$ cat config.mk
export PLATFORM = sky130hd
export DESIGN_NAME = piso_serial_tx
export DESIGN_NICKNAME = d
export VERILOG_FILES = /design/src/rtl/piso_serial_tx.sv
export SDC_FILE = /design/constraint.sdc
export NUM_CORES = 1
export LEC_CHECK = 0
export CAP_MARGIN = 10
export CORE_UTILIZATION = 41
export CTS_BUF_LIST = sky130_fd_sc_hd__clkbuf_8
export CTS_CLUSTER_DIAMETER = 100
export CTS_CLUSTER_SIZE = 16
export DETAILED_ROUTE_END_ITERATION = 10
export GPL_TIMING_DRIVEN = 0
export HOLD_SLACK_MARGIN = 0.12
export MAX_ROUTING_LAYER = met4
export PLACE_DENSITY_LB_ADDON = 0.25
export SLEW_MARGIN = 40
export SYNTH_ARGS = -nofsm -noshare
export SYNTH_HDL_FRONTEND = slang
export SYNTH_SLANG_ARGS = --single-unit
$ cat constraint.sdc
create_clock -name clk -period 2.3 [get_ports clk]
set_clock_uncertainty 0.15 [all_clocks]
set_input_delay 0.345 -clock clk [delete_from_list [all_inputs] [get_ports clk]]
set_output_delay 0.345 -clock clk [all_outputs]
set_load 0.005 [all_outputs]
$ cat src/rtl/piso_serial_tx.sv
// Parallel-in serial-out transmitter: loads a WIDTH-bit word when idle and shifts
// it out one bit per en strobe, then emits a one-cycle done pulse.
module piso_serial_tx #(
  parameter int unsigned WIDTH     = 8,
  parameter bit          MSB_FIRST = 1'b1
) (
  input  logic             clk,
  input  logic             reset,
  input  logic             en,
  input  logic [WIDTH-1:0] din,
  input  logic             load_valid,
  output logic             load_ready,
  output logic             sdo,
  output logic             sdo_valid,
  output logic             busy,
  output logic             done
);

  localparam int unsigned CNT_W = (WIDTH > 1) ? $clog2(WIDTH) : 1;

  typedef enum logic [1:0] {
    S_IDLE,
    S_SHIFT,
    S_DONE
  } state_t;

  state_t             r_state;
  logic [WIDTH-1:0]   r_shreg;
  logic [CNT_W-1:0]   r_cnt;
  logic [WIDTH-1:0]   w_shifted;
  logic               w_last;

  // Shift toward whichever end feeds sdo; the vacated bit is zero-filled.
  always_comb begin
    w_shifted = '0;
    if (MSB_FIRST) begin
      w_shifted = {r_shreg[WIDTH-2:0], 1'b0};
    end else begin
      w_shifted = {1'b0, r_shreg[WIDTH-1:1]};
    end
  end

  assign w_last = (r_cnt == CNT_W'(WIDTH - 1));

  always_ff @(posedge clk) begin
    if (reset) begin
      r_state <= S_IDLE;
      r_shreg <= '0;
      r_cnt   <= '0;
    end else begin
      unique case (r_state)
        S_IDLE: begin
          if (load_valid) begin
            r_shreg <= din;
            r_cnt   <= '0;
            r_state <= S_SHIFT;
          end
        end
        S_SHIFT: begin
          if (en) begin
            if (w_last) begin
              r_state <= S_DONE;
            end else begin
              r_shreg <= w_shifted;
              r_cnt   <= r_cnt + CNT_W'(1);
            end
          end
        end
        S_DONE: begin
          r_state <= S_IDLE;
        end
        default: begin
          r_state <= S_IDLE;
        end
      endcase
    end
  end

  // All outputs are pure decodes of registered state, so they change only on clk.
  assign load_ready = (r_state == S_IDLE);
  assign busy       = (r_state != S_IDLE);
  assign done       = (r_state == S_DONE);
  assign sdo_valid  = (r_state == S_SHIFT);
  assign sdo        = sdo_valid & (MSB_FIRST ? r_shreg[WIDTH-1] : r_shreg[0]);

endmodule
==> qor.yml <==
run_status:
  status: "completed"
final_layout:
  final_common_cell: "clkdlybuf4s50_1"
  regArea_um2: 260.3
  mostFrequentLayoutCells: "clkdlybuf4s50_1 (16), a211oi_1 (14), dfxtp_1 (13), nor2b_1 (9), nor3_1 (8)"
  layout-drive-gt1-share_pct: 10.87
  diodes: 0
  nFillCells: 137
  fin_area_um2: 894.6
  nets: 107
  multi_input_area_um2: 369.1
  syn2layout_area_growth_pct: 33.90
timing:
  fin_setup_tns_ns: 0
  maxSlewHeadroom_pct: 59.91
  drv_slew: 0
  setup_violations: 0
  rsz0062_at_grt: "no"
  clock.fmax_ghz: 0.4621
  period_minus_slack_ns: 2.164
  hold_viol: 0
  worstMarginPinSlew_ns: 0.5987
  fin_crit_sh_pct: 94.08
logic_synthesis:
  ys_ff_latch: 13
  yosysTopAreaCell: "dfxtp_1"
  ys_async_sr_fraction_pct: 0
  yosys_warnings: 0
  synth_nets: 86
  yosysTopAreaCellShare_pct: 38.95
  synth_area_um2: 668.1
  ys_types: 23
  ys.flop_type: "dfxtp_1"
  synth_area_leaders: "dfxtp_1 (39%), a211oi_1 (16%), nor2b_1 (8.4%)"
  seq_area_frac_synth_pct: 38.95
  synth_edf_count: 0
  synth_area_per_cell_um2: 9.280
  netlist_instances: 72
drt:
  dr.first_iter.drc_count: 11
  final_antenna_net_count: 0
  drt_pass1_iterations: 4
  vias_per_cell: 5.889
  routed_wl_um: 1527
  vias: 636
  wl_per_cell_um: 14.14
  drcViolationCount: 0
clocking:
  postCtsHoldBufs: 0
  cts_setup_buffers: 0
  clockRootBuffer: "clkbuf_8"
  cts_buffers: 3
  cts_num_sinks: 13
  clk_latency_ns: 0.24
  cts_tree: "done"
  htree_levels: 1
  cts.path.max_buffers: 2
  clk_pin_slew_ns: 0.06
placed_design:
  gp_congestion: 0.7517
  dpl-instance-area_um2: 848.3
  portBuffers: 16
  dp_hpwl_um: 992.7
floorplan:
  start_util_pct: 44.35
  coreArea_mm2: 0.001506
  num_io_pins: 17
  die_w_um: 42.37
  die_y_um: 42.37
  dieArea_mm2: 0.001795
  num_rows: 14
setup_path:
  critPathRequiredTime_ns: 1.80
  worstSetupEndpointType: "output port"
  critPathArrivalTime_ns: 1.67
  crit_type: "flip-flop to output port"
  crit_path_max_fanout: 10
  crit_path_start_kind: "flip-flop"
power:
  leakage_uw: 0.0003592
  ir_drop_uv: 330.1
  powerDensity_mw_per_mm2: 612.8
global_routing:
  grt_max_degree: 11
  grt_pass1_wl_um: 2608
  globalRouteTotalUtil_pct: 20.37
  grt-ovfl-total: 0
  grt_pass1_vias: 599
  antenna_found_initial: 0
worst_hold_path:
  holdCritPathClass: "flip-flop to flip-flop"
job:
  drv_cap: 0
## per-stage QoR
step / worst slack [ns] / utilization [%] / std cells / power [µW] / hold slack [ns]
floorplan: 0.5777 / - / 72 / 310.7 / 0.2963
global placement: 0.2344 / 56.31 / 104 / 350.2 / 0.3130
detailed placement: 0.2470 / 56.31 / 104 / 351.4 / 0.3122
CTS: 0.009957 / 59.30 / 108 / 552.1 / 0.3348
global route: 0.02926 / 59.39 / 108 / 581.9 / 0.3492
finish: 0.1361 / 59.39 / 108 / 548.2 / 0.3346
## what timing repair did
action                                  CTS  global route
endpoints found under the setup margin    0             2
endpoints found under the hold margin     0             0
resized for setup                         0             2
## logic make-up after synthesis
group / after synthesis / share of synthesized area [%]
simple gates: 29 / 28.09
compound gates: 19 / 21.16
flops: 13 / 38.95
buf+inv: 8 / 5.804
fa+ha+maj: 2 / 3.745
mux: 1 / 2.247
## Yosys cell counts (all sizes together), types with 2 or more instances
| library cell | instances |
|---|---|
| nor3 | 9 |
| clkbuf | 2 |
| o21ai | 2 |
| ha | 2 |
| nor4bb | 2 |
| and2 | 2 |
| nor2b | 9 |
| inv | 3 |
| a211oi | 14 |
| buf | 3 |
| dfxtp | 13 |
| nor2 | 2 |
| a22o | 2 |
## flip-flops by register name, indices dropped and copies added (netlist names)
| register | count |
|---|---|
| r_cnt | 3 |
| r_shreg | 8 |
| r_state | 2 |
## layer usage
layer | routed length, µm | vias to the layer above | track usage [%]
li1 | - | 307 | -
met1 | 718 | 307 | 24.13
met2 | 708 | 18 | 29.85
met3 | 70 | 4 | 5.172
met4 | 29 | 0 | 14.37
met5 | 0 | - | -
## layout make-up
| type | instances | area share [%] |
|---|---|---|
| timing repair buffer | 16 | 17.90 |
| multi-input combinational | 51 | 41.26 |
| clock buffer | 3 | 4.615 |
| buffer | 5 | 3.217 |
| clock inverter | 1 | 0.4196 |
| inverter | 3 | 1.259 |
| tap | 16 | 2.238 |
| sequential | 13 | 29.09 |
## power by group
part / internal (µW) / leakage, µW / switching (µW)
clock: 118 / 0.0000269 / 82.3
sequential: 241 / 0.000107 / 9.47
combinational: 54.8 / 0.000225 / 42.8
total: 414 / 0.000359 / 135
## final timing paths
check | start | end | slack [ns] | cells past startpoint
worst min register to register | r_cnt[1]$_SDFFE_PP0P_ | r_cnt[1]$_SDFFE_PP0P_ | 0.33 | 1
worst min-delay path | r_cnt[1]$_SDFFE_PP0P_ | r_cnt[1]$_SDFFE_PP0P_ | 0.33 | 1
worst max-delay path | r_state[0]$_SDFFE_PP0P_ | sdo | 0.14 | 4
worst max register to register | r_cnt[0]$_SDFFE_PP0P_ | r_cnt[0]$_SDFFE_PP0P_ | 0.46 | 6
## worst max-delay path, cell delays in order (launching register included)
cell,delay (ns)
dfxtp_1,0.43
buf_4,0.21
nor2b_1,0.16
and2_1,0.13
clkdlybuf4s50_1,0.49
Note: power is estimated with default switching activity, not from simulation.
==> variant, RTL diff (same flow settings) <==
Set the parameter `WIDTH` to 16 (it was 8).
--- a/src/rtl/piso_serial_tx.sv
+++ b/src/rtl/piso_serial_tx.sv
@@ -1,7 +1,7 @@
 // Parallel-in serial-out transmitter: loads a WIDTH-bit word when idle and shifts
 // it out one bit per en strobe, then emits a one-cycle done pulse.
 module piso_serial_tx #(
-  parameter int unsigned WIDTH     = 8,
+  parameter int unsigned WIDTH     = 16,
   parameter bit          MSB_FIRST = 1'b1
 ) (
   input  logic             clk,
Ports: changed (resized din); port bits go from 17 to 25. No check against the original RTL was run, so the function may have changed too.
==> variant against the unedited design <==
Non-clock buffer count grew 18; register-to-register slack gained 0.03 ns; worst setup slack lost 0.027 ns; wire length grew 83%; via count grew 73%; sequential cell count grew 9; design area grew 73%; count of clock-buffer cells in the layout grew 1; power grew 64%; synthesized area grew 76%; highest routed layer unchanged.
==> variant: results (changes against the unedited design) <==
** Global routing
- GR Util All Layers :: 0.2104 (+0.006696)
- The first-pass GRT wire length came to 5.099 mm (+96%).
- Maximum number of pins on one net before global-route repair :: 13 (+2)
- The via count of the first global-routing pass was 1124 (+88%).
- Antenna violations before repair :: 0 (unchanged)

** Yosys
- Multiplexer area fraction after synthesis :: 0.01915 (-0.003323)
- Leading cell types by total area after synthesis :: sky130_fd_sc_hd__dfxtp_1 (37%), sky130_fd_sc_hd__a311oi_2 (11%), sky130_fd_sc_hd__nand2_1 (11%)
- Adder-cell share of the synthesized area :: 0.01064 (-0.02681)
- Async S/R FF share, synth :: 0 (unchanged)
- After synthesis, the most frequently instantiated cells are sky130_fd_sc_hd__nand2_1 (33), sky130_fd_sc_hd__dfxtp_1 (22), sky130_fd_sc_hd__a31oi_1 (17), sky130_fd_sc_hd__a311oi_2 (9), sky130_fd_sc_hd__a311oi_1 (7).
- The count of yosys warnings during synthesis is 0 (unchanged).
- Share of the synthesized area in compound gates (AO/OA/AOI/OAI) :: 0.3106 (+0.09903)
- The net count after synthesis came to 150 (+74%).
- The count of distinct cell types in the synthesized netlist is 33 (+43%).
- The proportion of synthesized chip area in sequential cells is 0.3745 (-0.01505).
- Xor/xnor cell area share of the yosys netlist :: 0 (unchanged)

** Power
- Worst IR drop on VDD :: 0.0003245 V (-1.7%)
- The leakage power of the design was 0.5590 nW (+56%).

** Cells and area
- Post-layout net count :: 181 (+69%)
- The largest registers in the layout are r_shreg x16, r_cnt x4, r_state x2.
- Layout cells sized above 1 :: 0.2013 (+0.09256)
- Antenna cell count :: 0 (unchanged)

** STA
- Relative slew slack :: 0.5440 (-0.05508)
- Setup TNS Final :: 0 ns (unchanged)

** Drt
- Metal1 wirelength :: 1.273 mm (+77%)
- The detailed router used layers up to and including met4.
- Length of the first detailed-routing pass in iterations :: 4 (unchanged)
- The number of DRC markers in iteration 0 came to 34 (+23).
- Detail Route met3 WL :: 175 um (+150%)
- The number of vias per cell after detailed routing is 5.800 (-1.5%).
- Met2 routed WL :: 1.315 mm (+86%)
- Wirelength, routed :: 2.791 mm (+83%)

** Placed design
- Number of port buffers :: 24 (+8)
- HPWL Detailed :: 1.903 mm (+92%)
- Global placer's final weighted congestion :: 0.7988 (+6.3%)
- The worst setup slack before clock tree synthesis came to 0.08777 ns (-0.1592 ns).

** Critical path
- The worst-path maximum fanout was 10 (unchanged).
- Crit path arrival time :: 1.70 ns (+0.03 ns)
- The maximum single-stage delay on the critical path is 0.49 ns (about the same).
- For this design, the slowest cell found on the critical path is sky130_fd_sc_hd__clkdlybuf4s50_1.
- Cell family contributing the most delay on the critical path :: buffers and inverters

** CTS
- Buffer depth of the longest clock path :: 2 (unchanged)
- The number of levels the H-tree was split into came to 1 (unchanged).
- Clock root buffer master :: sky130_fd_sc_hd__clkbuf_8
- The clock insertion delay at the later pin of the skew report was 0.26 ns (+0.02 ns).
- The total CTS buffers came to 3 (unchanged).
- The post-CTS clock slew at the launch and capture registers of the worst setup and hold paths is 0.08 ns (+0.02 ns).

** Run status
- Status :: complete, no violations

** Worst hold path
- Tightest Hold Check Type :: flip-flop to flip-flop
variant: cell count changes after synthesis, moves of 9 or more:
cell	before	now
sky130_fd_sc_hd__a311oi_2	0	9
sky130_fd_sc_hd__a31oi_1	0	17
sky130_fd_sc_hd__nor2b_1	9	0
sky130_fd_sc_hd__dfxtp_1	13	22
sky130_fd_sc_hd__a211oi_1	14	0
sky130_fd_sc_hd__nand2_1	0	33
variant: cell families after synthesis:
group | after synthesis
AOI/OAI and AO/OA | 40
adders and majority gates | 1
buffers and inverters | 17
DFF | 22
muxes | 2
and+or+nand+nor | 47
variant: power breakdown:
part	switching (mW)	leakage [nW]	total, mW	internal (mW)
Combinational	0.0900	0.349	0.196	0.106
Clock	0.128	0.0288	0.281	0.152
Sequential	0.0154	0.182	0.425	0.409
Total	0.234	0.559	0.901	0.668
variant: final timing paths:
path                            startpoint    endpoint  slack (ns)  depth (start not counted)
worst min-delay path            r_shreg[6]  r_shreg[7]        0.34                          2
worst min register to register  r_shreg[6]  r_shreg[7]        0.34                          2
worst max-delay path            r_state[0]         sdo        0.11                          6
worst max register to register    r_cnt[1]  r_shreg[2]        0.49                          6
variant: timing repair:
item,4_1_cts,5_1_grt
buffers inserted,3,0
hold buffers,0,0
endpoints found under the setup margin,2,1
gates resized for setup,2,1
hold endpoints to repair,0,0
pin swaps,0,0
variant: through the flow:
step	cells	instance area [um2]	hold WS, ns
after floorplan	129	1176	0.3038
after global placement	184	1455	0.3197
after detailed placement	184	1455	0.3258
after CTS	190	1543	0.3385
after global routing	190	1544	0.3544
final	190	1544	0.3367
variant: layout make-up:
type,count,area (um2)
sequential,22,441.7
tap,31,38.79
clock buffer,4,55.05
multi-input combinational,90,634.4
inverter,4,20.02
buffer,12,78.83
fill,261,1190
timing repair buffer,27,275.3
variant: worst reg2reg max path: stages, from the launching register on:
cell and delay [ns]:
sky130_fd_sc_hd__dfxtp_1 0.37, sky130_fd_sc_hd__ha_1 0.28, sky130_fd_sc_hd__nand4_4 0.20, sky130_fd_sc_hd__and3_4 0.23, sky130_fd_sc_hd__buf_6 0.13, sky130_fd_sc_hd__buf_6 0.15, sky130_fd_sc_hd__a311oi_2 0.21
variant: layer usage:
| metal | global-route usage | vias up |
|---|---|---|
| li1 | - | 548 |
| met4 | 0.09643 | 0 |
| met2 | 0.3046 | 39 |
| met1 | 0.2765 | 511 |
| met3 | 0.05152 | 4 |
| met5 | - | - |
